--- config.mk ---
export PLATFORM = sky130hd
export DESIGN_NAME = leitor_teclado_matriz
export DESIGN_NICKNAME = d
export VERILOG_FILES = /design/src/rtl/matriz_pkg.sv /design/src/rtl/contador_estavel.sv /design/src/rtl/leitor_teclado_matriz.sv
export SDC_FILE = /design/constraint.sdc
export NUM_CORES = 1
export LEC_CHECK = 0
export ABC_AREA = 1
export CAP_MARGIN = 20
export CORE_AREA = 3 3 52 54
export DETAILED_ROUTE_END_ITERATION = 10
export DIE_AREA = 0 0 55 57
export PLACE_DENSITY = 0.76
export SLEW_MARGIN = 10
export SYNTH_ARGS = -nofsm -noshare
export SYNTH_HDL_FRONTEND = slang
export SYNTH_SLANG_ARGS = --single-unit
--- constraint.sdc ---
create_clock -name clk_div -period 1.97 [get_ports clk_div]
set_input_delay 0.591 -clock clk_div [delete_from_list [all_inputs] [get_ports clk_div]]
set_output_delay 0.591 -clock clk_div [all_outputs]
set_load 0.1 [all_outputs]
--- src/rtl/matriz_pkg.sv ---
// rtl/matriz_pkg.sv - shared constants, FSM state type and row helpers for the keypad scanner
//
// Contents:
//   NUM_COL / NUM_LIN  matrix geometry (5 columns a..e, 7 rows 0..6)
//   IDX_W              width of column/row indices
//   estado_t           scanner FSM states
//   menor_linha()      index of the lowest active-low row
//   proxima_coluna()   column index advance with wrap 4 -> 0
package matriz_pkg;

    localparam int NUM_COL = 5;
    localparam int NUM_LIN = 7;
    localparam int IDX_W   = 3;

    typedef enum logic [1:0] {
        VARRE   = 2'd0,
        FILTRA  = 2'd1,
        REPORTA = 2'd2,
        SOLTA   = 2'd3
    } estado_t;

    // Lowest row index wins when several keys in one column are down.
    function automatic logic [IDX_W-1:0] menor_linha(input logic [NUM_LIN-1:0] lin_n);
        logic [IDX_W-1:0] idx;
        idx = '0;
        for (int i = NUM_LIN - 1; i >= 0; i--) begin
            if (!lin_n[i]) begin
                idx = IDX_W'(i);
            end
        end
        return idx;
    endfunction

    function automatic logic [IDX_W-1:0] proxima_coluna(input logic [IDX_W-1:0] k);
        return (k == IDX_W'(NUM_COL - 1)) ? '0 : k + IDX_W'(1);
    endfunction

endpackage

--- src/rtl/contador_estavel.sv ---
// rtl/contador_estavel.sv - saturating count of consecutive stable samples
//
// Ports:
//   clk_i         rising-edge clock
//   rst_n_i       synchronous active-low reset, clears the count
//   limpa_i       clear the count (has priority over increment)
//   incrementa_i  this cycle's sample is stable
//   atingiu_o     this increment brings the run to ALVO stable samples
module contador_estavel
    #(
        parameter int ALVO = 8
    )
    (
        input  logic clk_i,
        input  logic rst_n_i,
        input  logic limpa_i,
        input  logic incrementa_i,
        output logic atingiu_o
    );

    localparam int CW = (ALVO > 1) ? $clog2(ALVO + 1) : 1;

    logic [CW-1:0] cnt_q;
    logic [CW-1:0] cnt_d;

    always_comb begin
        cnt_d = cnt_q;
        if (limpa_i) begin
            cnt_d = '0;
        end else if (incrementa_i && (cnt_q != CW'(ALVO))) begin
            cnt_d = cnt_q + CW'(1);
        end
    end

    always_ff @(posedge clk_i) begin
        if (!rst_n_i) begin
            cnt_q <= '0;
        end else begin
            cnt_q <= cnt_d;
        end
    end

    // Combinational so the FSM can leave on the very sample that completes the run.
    assign atingiu_o = incrementa_i && !limpa_i && (cnt_q >= CW'(ALVO - 1));

endmodule

--- src/rtl/leitor_teclado_matriz.sv ---
// rtl/leitor_teclado_matriz.sv - 5x7 matrix keypad scanner with debounce and valid/ack output
//
// Build option: LEITOR_DEBOUNCE_EN enables the FILTRA press filter and the
// DEB_CICLOS release count; without it a press is reported on the first
// sample and a release is accepted on the first all-high sample.
//
// Ports:
//   clk_div  rising-edge clock
//   rst_n    synchronous active-low reset
//   col_n    column drive, active-low one-hot (bit 0 = column a)
//   lin_n    row sense, active-low (bit 0 = row 0)
//   valido   key coordinate available
//   ack      consumer accepts the coordinate
//   col_idx  column of the accepted key
//   lin_idx  row of the accepted key
//   ocupado  high outside VARRE
module leitor_teclado_matriz
    import matriz_pkg::*;
    #(
        parameter int SETTLE_CICLOS = 2,
        parameter int DEB_CICLOS    = 8
    )
    (
        input  logic               clk_div,
        input  logic               rst_n,
        output logic [NUM_COL-1:0] col_n,
        input  logic [NUM_LIN-1:0] lin_n,
        output logic               valido,
        input  logic               ack,
        output logic [IDX_W-1:0]   col_idx,
        output logic [IDX_W-1:0]   lin_idx,
        output logic               ocupado
    );

`ifdef LEITOR_DEBOUNCE_EN
    localparam int DEB_ATIVO = DEB_CICLOS;
`else
    // One all-high sample releases; DEB_CICLOS is referenced only so both
    // builds expose the same parameter set.
    localparam int DEB_ATIVO = (DEB_CICLOS >= 1) ? 1 : 1;
`endif

    localparam int SW = (SETTLE_CICLOS > 0) ? $clog2(SETTLE_CICLOS + 1) : 1;

    estado_t          estado_q;
    logic [IDX_W-1:0] col_q;
    logic [SW-1:0]    settle_q;
    logic [IDX_W-1:0] lin_lat_q;
    logic             valido_q;
    logic             ocupado_q;
    logic [IDX_W-1:0] col_idx_q;
    logic [IDX_W-1:0] lin_idx_q;

    logic             alguma_baixa;
    logic             todas_altas;
    logic [IDX_W-1:0] linha_atual;
    logic             casa;
    logic             cont_limpa;
    logic             cont_inc;
    logic             cont_fim;

    assign alguma_baixa = ~&lin_n;
    assign todas_altas  = &lin_n;
    assign linha_atual  = menor_linha(lin_n);
    assign casa         = alguma_baixa && (linha_atual == lin_lat_q);

    // Counter is shared: FILTRA counts matching presses, SOLTA counts all-high
    // samples; every other state keeps it cleared so each run starts at zero.
    always_comb begin
        cont_limpa = 1'b0;
        cont_inc   = 1'b0;
        case (estado_q)
            FILTRA: begin
                cont_inc   = casa;
                cont_limpa = !casa;
            end
            SOLTA: begin
                cont_inc   = todas_altas;
                cont_limpa = !todas_altas;
            end
            default: begin
                cont_limpa = 1'b1;
            end
        endcase
    end

    contador_estavel #(
        .ALVO (DEB_ATIVO)
    ) u_contador (
        .clk_i        (clk_div),
        .rst_n_i      (rst_n),
        .limpa_i      (cont_limpa),
        .incrementa_i (cont_inc),
        .atingiu_o    (cont_fim)
    );

    always_ff @(posedge clk_div) begin
        if (!rst_n) begin
            estado_q  <= VARRE;
            col_q     <= '0;
            settle_q  <= '0;
            lin_lat_q <= '0;
            valido_q  <= 1'b0;
            ocupado_q <= 1'b0;
            col_idx_q <= '0;
            lin_idx_q <= '0;
        end else begin
            case (estado_q)
                VARRE: begin
                    if (settle_q != SW'(SETTLE_CICLOS)) begin
                        settle_q <= settle_q + SW'(1);
                    end else begin
                        settle_q <= '0;
                        if (alguma_baixa) begin
                            lin_lat_q <= linha_atual;
                            ocupado_q <= 1'b1;
`ifdef LEITOR_DEBOUNCE_EN
                            estado_q  <= FILTRA;
`else
                            estado_q  <= REPORTA;
                            valido_q  <= 1'b1;
                            col_idx_q <= col_q;
                            lin_idx_q <= linha_atual;
`endif
                        end else begin
                            col_q <= proxima_coluna(col_q);
                        end
                    end
                end
                FILTRA: begin
                    if (!casa) begin
                        estado_q  <= VARRE;
                        ocupado_q <= 1'b0;
                        col_q     <= proxima_coluna(col_q);
                    end else if (cont_fim) begin
                        estado_q  <= REPORTA;
                        valido_q  <= 1'b1;
                        col_idx_q <= col_q;
                        lin_idx_q <= lin_lat_q;
                    end
                end
                REPORTA: begin
                    if (ack) begin
                        estado_q <= SOLTA;
                        valido_q <= 1'b0;
                    end
                end
                SOLTA: begin
                    if (cont_fim) begin
                        estado_q  <= VARRE;
                        ocupado_q <= 1'b0;
                        col_q     <= proxima_coluna(col_q);
                    end
                end
                default: begin
                    estado_q <= VARRE;
                end
            endcase
        end
    end

    assign col_n   = ~(NUM_COL'(1) << col_q);
    assign valido  = valido_q;
    assign ocupado = ocupado_q;
    assign col_idx = col_idx_q;
    assign lin_idx = lin_idx_q;

endmodule

### Yosys cells after proc, flatten, opt, wreduce, memory -nomap -nowiden

Index checks and enable logic that the tools add are counted.

* bitwise gates (word level): 5
* reductions and logical operators: 19
* multiplexer cells: 42
* shift operators: 1
* equality and inequality tests: 15
* $lt $le $gt $ge: 1
* $add $sub $neg: 3

Operator list (count)
* $mux W3: 20
* $reduce_and A5 Y1: 4
* $ne A2 B2 Y1 const B: 9
* $mux W2: 7
* $pmux W3 S2: 2
* $pmux W3 S3: 1
* $pmux W2 S4: 1
* $mux W1: 7
* $reduce_and A7 Y1: 1
* $pmux W1 S3: 2
* $reduce_and A6 Y1: 1
* $reduce_bool A3 Y1: 2
* $not A5 Y5: 1
* $shl A1 B3 Y5 const A: 1
* $eq A2 B2 Y1 const B: 2
* $logic_and A1 B1 Y1: 4
* $not A1 Y1: 4
* $pmux W1 S2: 2
* $add A3 B1 Y3 const B: 1
* $eq A3 B3 Y1: 1
* $eq A3 B3 Y1 const B: 1
* $logic_not A1 Y1: 3
* $ne A3 B3 Y1 const B: 1
* $reduce_and A3 Y1: 1
* 7 further kinds: 7

* output and inout port bits: 13
* input bits: 10
* bits in registers: 19

### Depth between registers and ports, before layout

Gate-level depths: netlist (run 1).

* depth in word-level cells: 17
* mapped depth: 14
* depth with buffers taken out: 14

### Hierarchy

From an unflattened synthesis (run 1), not the netlist that was laid out.

* cell total of the unflattened synthesis: 180
* area total of the unflattened synthesis: 1111.1 µm²

By module, submodules not included
* leitor_teclado_matriz: area each 1101.1 µm², cells each 178, times used 1
* contador_estavel: area each 10.0 µm², cells each 2, times used 1

### Worst setup path before layout (run 1)

OpenSTA, ideal clock, no wires.

* path kind: reg2out
* start point: register col_q[0]
* end point: output col_n[4]
* slack: 0.058 ns
* path buffers: 0
* required time: 1.379 ns
* data arrival time: 1.321 ns
* stages on the path, launching flop included: 4
* cells stage by stage: dfxtp_1 -> inv_1 -> ha_1 -> nand2_1

* word-level cells in the longest chain between the ends: 2

RTL lines
* start: declaration: RTL line leitor_teclado_matriz.sv:46 `logic [IDX_W-1:0] col_q;`
* start signal: assignment: RTL line leitor_teclado_matriz.sv:126 `col_q <= proxima_coluna(col_q);`
* start signal: assignment: RTL line leitor_teclado_matriz.sv:134 `col_q <= proxima_coluna(col_q);`
* start signal: assignment: RTL line leitor_teclado_matriz.sv:152 `col_q <= proxima_coluna(col_q);`
* $shl A1 B3 Y5: RTL line leitor_teclado_matriz.sv:162 `assign col_n = ~(NUM_COL'(1) << col_q);`
* $not A5 Y5: RTL line leitor_teclado_matriz.sv:162
* end: declaration: RTL line leitor_teclado_matriz.sv:26 `output logic [NUM_COL-1:0] col_n,`

Every way passes these cells.

### Worst setup path after layout (run 1)

* start point: register col_q[0]
* end point: output col_n[0]

The elaborated chain is that of the path after synthesis.

==> summary.md, run 1 <==
| Metric | Value |
|---|---|
| Status | `finished clean` |
| Global-route wire length before repair | `4126 um` |
| Max Freq | `0.5294 GHz` |
| Gr usage total | `0.1739` |
| Crit Path Category | `reg2out` |
| Pin count of the biggest net entering global routing | `11` |
| Async set-or-reset flop fraction in the synthesized netlist | `0` |
| TritonCTS clock tree | `yes` |
| Pwr dens | `1412 nW/um^2` |
| CTS HTree Levels | `1` |
| Core area | `2255 sq um` |
| Drt pass-1 iters | `4` |
| Total nets after synthesis | `182` |
| Met2 routed WL | `1427 um` |
| Tmin final | `1.889 ns` |
| Slew Viols, Final | `0` |
| # rows | `17` |
| Boundary Pins | `23` |
| CTS Hold Bufs | `0` |
| Data required, critical path | `1.38 ns` |
| Clk_skew | `0.003691 ns` |
| Area share of the leading cell type in the synthesized netlist | `0.3182` |
| Number of synthesized flops with an enable pin | `0` |
| Half-perimeter wire length after placement | `2062 um` |
| Max_cap viols | `0` |
| Average size of a mapped cell | `6.780 sq um` |
| Top sig layer | `met4` |
| Root buf cell | `clkbuf_4` |
| Port Buffers | `22` |
| Multi-input gate area in the final layout | `655.6 sq um` |
| Tcrit/Tclk final | `0.9588` |
| M1 WL | `1025 um` |
| Chip Height | `57 um` |
| Die width | `55 um` |
| Hold Vio Cnt, Final | `0` |
| Critical path peak fanout | `4` |
| Met3 wire length | `123 um` |
| Worst-Skew Late Latency | `0.28 ns` |
| Synth Register Bits | `18` |
| DR vias/cell | `4.996` |
| Drt total wl | `2652 um` |
| Post-Syn Instances | `167` |
| Final Power | `2.340 mW` |
| WP data arrival | `1.30 ns` |
| Worst Tran Pin Value | `0.4694 ns` |
| Clock Path Buffers | `2` |
| Vias in the first global route | `1015` |
| Final WS setup | `0.08112 ns` |
| Warnings from Yosys | `0` |
| Via count | `1144` |
| Share of cells above drive strength 1 | `0.2886` |
| Synthesis-to-layout area growth | `46.30%` |
| Nets@finish | `218` |
| Top cells by area, synth | `dfxtp_1, nand2_1, inv_1` |
| Num CTS Buffers | `3` |
| Max IR drop VDD | `0.0008696 V` |
| Fillers | `179` |
| Leak Pwr | `0.8216 nW` |
| Min-Delay Path Class | `reg2reg` |
| Library cells used by synthesis | `23` |
| Yosys top cell by area | `dfxtp_1` |
| Count leader, synth | `nand2_1` |
| Sink Count | `18` |
| Initial Utilization | `0.5022` |
| Storage element area | `362.8 sq um` |
| Fraction of the yosys area taken by sequential cells | `0.3182` |
| Antenna diodes | `0` |
| Synth Cell Area | `1132 sq um` |
| Pre-CTS setup slack | `-0.2297 ns` |
| CP Capture Type | `output port` |
| Clock transition at the registers of the reported paths | `0.09 ns` |
| Crit path max-delay cell type | `dfxtp_2` |
| Number of setup violations in the final report | `0` |
| Finished Layout Cells | `229` |
| Placed cell count | `223` |
| Iteration-0 DRC Markers | `21` |
| Die area | `3135 sq um` |
| Drt drc | `0` |
| Crit path largest cell delay | `0.37 ns` |
| Total gr overflow | `0` |
| Startpoint Class | `register` |
| Most frequent cells after synthesis | `nand2_1, inv_1, dfxtp_1, a21oi_1, nor2_1` |
| Antenna Violating Nets Remaining | `0` |
| Placer Congestion | `0.8709` |
| Initial antenna violation count | `0` |
| Slew HR | `0.6859` |
| Synth Flop Type | `dfxtp_1` |
| Drt wl/cell | `11.58 um` |
| Crit-path cells | `inv_1 > ha_1 > nand2_1 > buf_12` |
[per-stage QoR]
step                      instance area (sq um)  TNS (ns)  hold WS (ns)  utilization
after floorplan                            1132         0        0.4720            -
after global placement                     1567    -1.841        0.4761       0.6948
after detailed placement                   1567    -2.674        0.4826       0.6948
after CTS                                  1590         0        0.4970       0.7053
after global routing                       1657  -0.04200        0.5339       0.7347
final                                      1657         0        0.4930       0.7347
[cells in the final DEF (no fill, tap or decap), drive strengths merged]
master,netlist,routed
a211oi,1,1
o21ai,11,11
or2,1,1
nor3,1,1
nor2,16,16
clkdlybuf4s50,0,3
nand2,50,50
o211a,1,1
nand4,8,8
clkbuf,1,3
nand3,9,9
inv,34,34
a21oi,11,11
ha,5,5
dlymetal6s2s,0,6
dfxtp,18,18
buf,0,23
[what timing repair did]
item / 4_1_cts / 5_1_grt
pin swaps: 0 / 9
endpoints found under the setup margin: 1 / 9
resized for setup: 1 / 12
setup buffers: 0 / 3
cloned: 0 / 0
[flip-flops by register name, indices dropped and copies added, names as in the netlist]
signal,flops
col_idx,3
col_q,3
estado_q,2
lin_idx,3
lin_lat_q,3
ocupado,1
settle_q,2
valido,1
[power breakdown]
| group | total, mW | internal (mW) | leakage [nW] | switching (mW) |
|---|---|---|---|---|
| combinational | 1.59 | 0.558 | 0.659 | 1.03 |
| sequential | 0.573 | 0.470 | 0.149 | 0.103 |
| clock | 0.176 | 0.0709 | 0.0138 | 0.105 |
| total | 2.34 | 1.10 | 0.822 | 1.24 |
[logic make-up after synthesis]
logic type	after synthesis	share of synthesized area
buf+inv	35	0.1160
fa+ha+maj	5	0.05525
compound gates	24	0.1226
flops	18	0.3182
simple gates	85	0.3878
[per-layer routing]
layer	global-route usage	vias up
met5	0	-
met4	0.07986	0
met3	0.01828	9
met2	0.3091	37
met1	0.1997	506
li1	-	592
[path summary, 6_finish.rpt]
check | slack [ns] | startpoint | to | cells past startpoint
worst min-delay path | 0.49 | valido$_SDFFE_PN0P_ | valido$_SDFFE_PN0P_ | 2
worst max register to register | 0.46 | estado_q[0]$_SDFFE_PN0P_ | lin_idx[0]$_SDFFE_PN0P_ | 7
worst min register to register | 0.49 | valido$_SDFFE_PN0P_ | valido$_SDFFE_PN0P_ | 2
worst max-delay path | 0.08 | col_q[0]$_SDFFE_PN0P_ | col_n[0] | 4
[area by class of cell]
cell class | instances | share of cell area
repair buffers | 32 | 0.2734
well taps | 28 | 0.02115
clock buffers | 3 | 0.01360
flip-flops and latches | 18 | 0.2190
inverters | 34 | 0.07704
multi-input cells | 114 | 0.3958
[critical path, delay by kind of cell (launching register included)]
kind	cells	cell delay, ns
adders and majority gates	1	0.25
buffers and inverters	2	0.28
DFF	1	0.37
and+or+nand+nor	1	0.12
Power figures use the tool's default switching activity.
==> inputs of run 2 (changes only) <==
SLEW_MARGIN = not set   (was 10)
==> results of run 2 <==
Final layout, timing and power as in run 1 (identical DEF).
==> inputs of run 3 (changes only) <==
CORE_AREA = 3 3 66 68   (was 3 3 52 54)
DIE_AREA = 0 0 69 71   (was 0 0 55 57)
PLACE_DENSITY = not set   (was 0.76)
clock period = 2.35 ns   (was 1.97 ns; I/O delays follow)
==> summary.md, run 3 (same netlist as run 1, synthesis figures left out) <==
| Metric | Value |
|---|---|
| Post-CTS Setup Bufs | `0 (unchanged)` |
| CP Capture Type | `register` |
| Chip Height | `71 um (+25%)` |
| Die width | `69 um (+25%)` |
| Initial Utilization | `0.2893 (-0.2129)` |
| Max IR drop VDD | `0.0004044 V (-53%)` |
| Nets@finish | `210 (-3.7%)` |
| Root buf cell | `clkbuf_8` |
| Die area | `4899 sq um (+56%)` |
| Initial antenna violation count | `0 (unchanged)` |
| Tcrit/Tclk final | `0.8997` |
| Worst path top cell family by delay | `simple AND/OR/NAND/NOR gates` |
| Max_cap viols | `0 (unchanged)` |
| Crit path largest cell delay | `0.51 ns (+0.14 ns)` |
| Number of setup violations in the final report | `0 (unchanged)` |
| Total gr overflow | `0 (unchanged)` |
| Synthesis-to-layout area growth | `32.27%` |
| Critical path peak fanout | `4 (unchanged)` |
| DR vias/cell | `4.226 (-15%)` |
| Sw Ratio | `0.5337 (+0.003384)` |
| Leak Pwr | `0.7062 nW (-14%)` |
| Core area | `3914 sq um (+74%)` |
| Storage element area | `360.3 sq um (-0.69%)` |
| Crit path max-delay cell type | `clkdlybuf4s50_1` |
| Worst-Skew Late Latency | `0.24 ns (-0.04 ns)` |
| Pin count of the biggest net entering global routing | `12 (+1)` |
| Multi-input gate area in the final layout | `640.6 sq um (-2.3%)` |
| Vias in the first global route | `886 (-13%)` |
| Boundary Pins | `23 (unchanged)` |
| Seq pwr share | `0.247 (+0.002)` |
| Pwr dens | `1229 nW/um^2 (-13%)` |
| Most frequent cells in the layout | `nand2_1, inv_1, dfxtp_1, nor2_1, a21oi_1` |
| Share of cells above drive strength 1 | `0.2280 (-0.06058)` |
| Startpoint Class | `primary input` |
| # rows | `23 (+6)` |
| Data required, critical path | `2.53 ns (+1.15 ns)` |
| Fillers | `439 (+150%)` |
| CTS Hold Bufs | `0 (unchanged)` |
| Status | `finished clean` |
| Hold Vio Cnt, Final | `0 (unchanged)` |
| Clock Path Buffers | `2 (unchanged)` |
| WP data arrival | `2.29 ns (+0.99 ns)` |
| Gr usage total | `0.09381 (-0.08008)` |
| CTS HTree Levels | `1 (unchanged)` |
| Final cell area excluding filler cells | `1498 sq um (-9.6%)` |
| Via count | `1027 (-10%)` |
| Tmin final | `2.114 ns` |
| Clock transition at the registers of the reported paths | `0.07 ns (-0.02 ns)` |
| Half-perimeter wire length after placement | `1798 um (-13%)` |
| Clk_skew | `0.001811 ns (-0.001880 ns)` |
| Port Buffers | `22 (unchanged)` |
| # resized after CTS | `0 (-1)` |
| TritonCTS clock tree | `yes` |
| Commonest non-fill, non-tap cell in the layout | `nand2_1` |
| Drt total wl | `2197 um (-17%)` |
| Drt pass-1 iters | `4 (unchanged)` |
| Crit Path Category | `in2reg` |
| Sink Count | `18 (unchanged)` |
| Drt wl/cell | `9.041 um (-22%)` |
| Max Freq | `0.4730 GHz` |
| Global-route wire length before repair | `3808 um (-7.7%)` |
| Slew HR | `0.7497 (+0.06374)` |
| Post-DP Area | `1456 sq um (-7.0%)` |
| Num CTS Buffers | `3 (unchanged)` |
| Drt drc | `0 (unchanged)` |
| Placer Congestion | `0.8084 (-7.2%)` |
| Worst Tran Pin Value | `0.3741 ns (-0.09526 ns)` |
| Min-Delay Path Class | `reg2reg` |
| Clock Power Share | `0.114 (+0.039)` |
| Crit-path cells | `clkdlybuf4s50_1 > nand2_2 > nor3_2 > or2_2 > nand3_2 > nor2_2 > nand3_1 > a21oi_1` |
| P_int | `0.8586 mW (-22%)` |
| RSZ-0062 raised after global routing | `false` |
| Utilization after layout | `0.3827 (-0.3521)` |
| Iteration-0 DRC Markers | `40 (+90%)` |
| Buffers & Inverters on Critical Path | `1 (-1)` |
| Sw power | `0.9826 mW (-21%)` |
| Antenna diodes | `0 (unchanged)` |
| Comb pwr share | `0.638 (-0.042)` |
| Antenna Violating Nets Remaining | `0 (unchanged)` |
| Slew Viols, Final | `0 (unchanged)` |
[run 3: worst min-delay path, stage by stage (launching register included)]
cell     delay, ns
dfxtp_1       0.31
inv_1         0.05
a21oi_1       0.05
[run 3: per-layer routing]
layer  wire length (um)  GRT usage  vias to the layer above  share of wire
met5                  0          0                        -              0
met2                968     0.1525                       27           0.44
met4                 16    0.02603                        0         0.0073
met1               1110     0.1296                      420           0.51
met3                101    0.01420                        2          0.046
li1                   -          -                      578              -
[run 3: final timing paths]
| path | start | to | slack (ns) | cells past startpoint |
|---|---|---|---|---|
| setup reg to reg | estado_q[0]$_SDFFE_PN0P_ | col_q[2]$_SDFFE_PN0P_ | 0.96 | 8 |
| hold / removal | valido$_SDFFE_PN0P_ | valido$_SDFFE_PN0P_ | 0.45 | 2 |
| hold reg to reg | valido$_SDFFE_PN0P_ | valido$_SDFFE_PN0P_ | 0.45 | 2 |
| setup / recovery | lin_n[0] | estado_q[1]$_SDFFE_PN0P_ | 0.24 | 8 |
[run 3: area by class of cell]
| class | instances | area share |
|---|---|---|
| clock buffers | 3 | 0.02757 |
| inverters | 34 | 0.08521 |
| multi-input cells | 114 | 0.4277 |
| flip-flops and latches | 18 | 0.2406 |
| well taps | 50 | 0.04177 |
| repair buffers | 24 | 0.1771 |
[run 3: power groups by stage]
stage | Combinational, mW | Sequential, mW | Clock [mW]
after global routing | 1.30 | 0.467 | 0.229
final | 1.18 | 0.456 | 0.210
after floorplan | 0.668 | 0.714 | 0
after detailed placement | 1.18 | 0.463 | 0
after global placement | 1.18 | 0.464 | 0
after CTS | 1.19 | 0.456 | 0.224
[run 3: stage by stage]
step / TNS (ns) / hold slack, ns / power, mW / setup WS [ns] / std cells
final: 0 / 0.4485 / 1.841 / 0.2357 / 243
after global routing: 0 / 0.4607 / 1.994 / 0.03143 / 243
after CTS: 0 / 0.4512 / 1.869 / 0.2031 / 243
after detailed placement: -0.1252 / 0.4402 / 1.648 / -0.04901 / 240
after global placement: -0.1188 / 0.4388 / 1.643 / -0.05449 / 240
after floorplan: 0 / 0.4720 / 1.381 / 0.3242 / 167
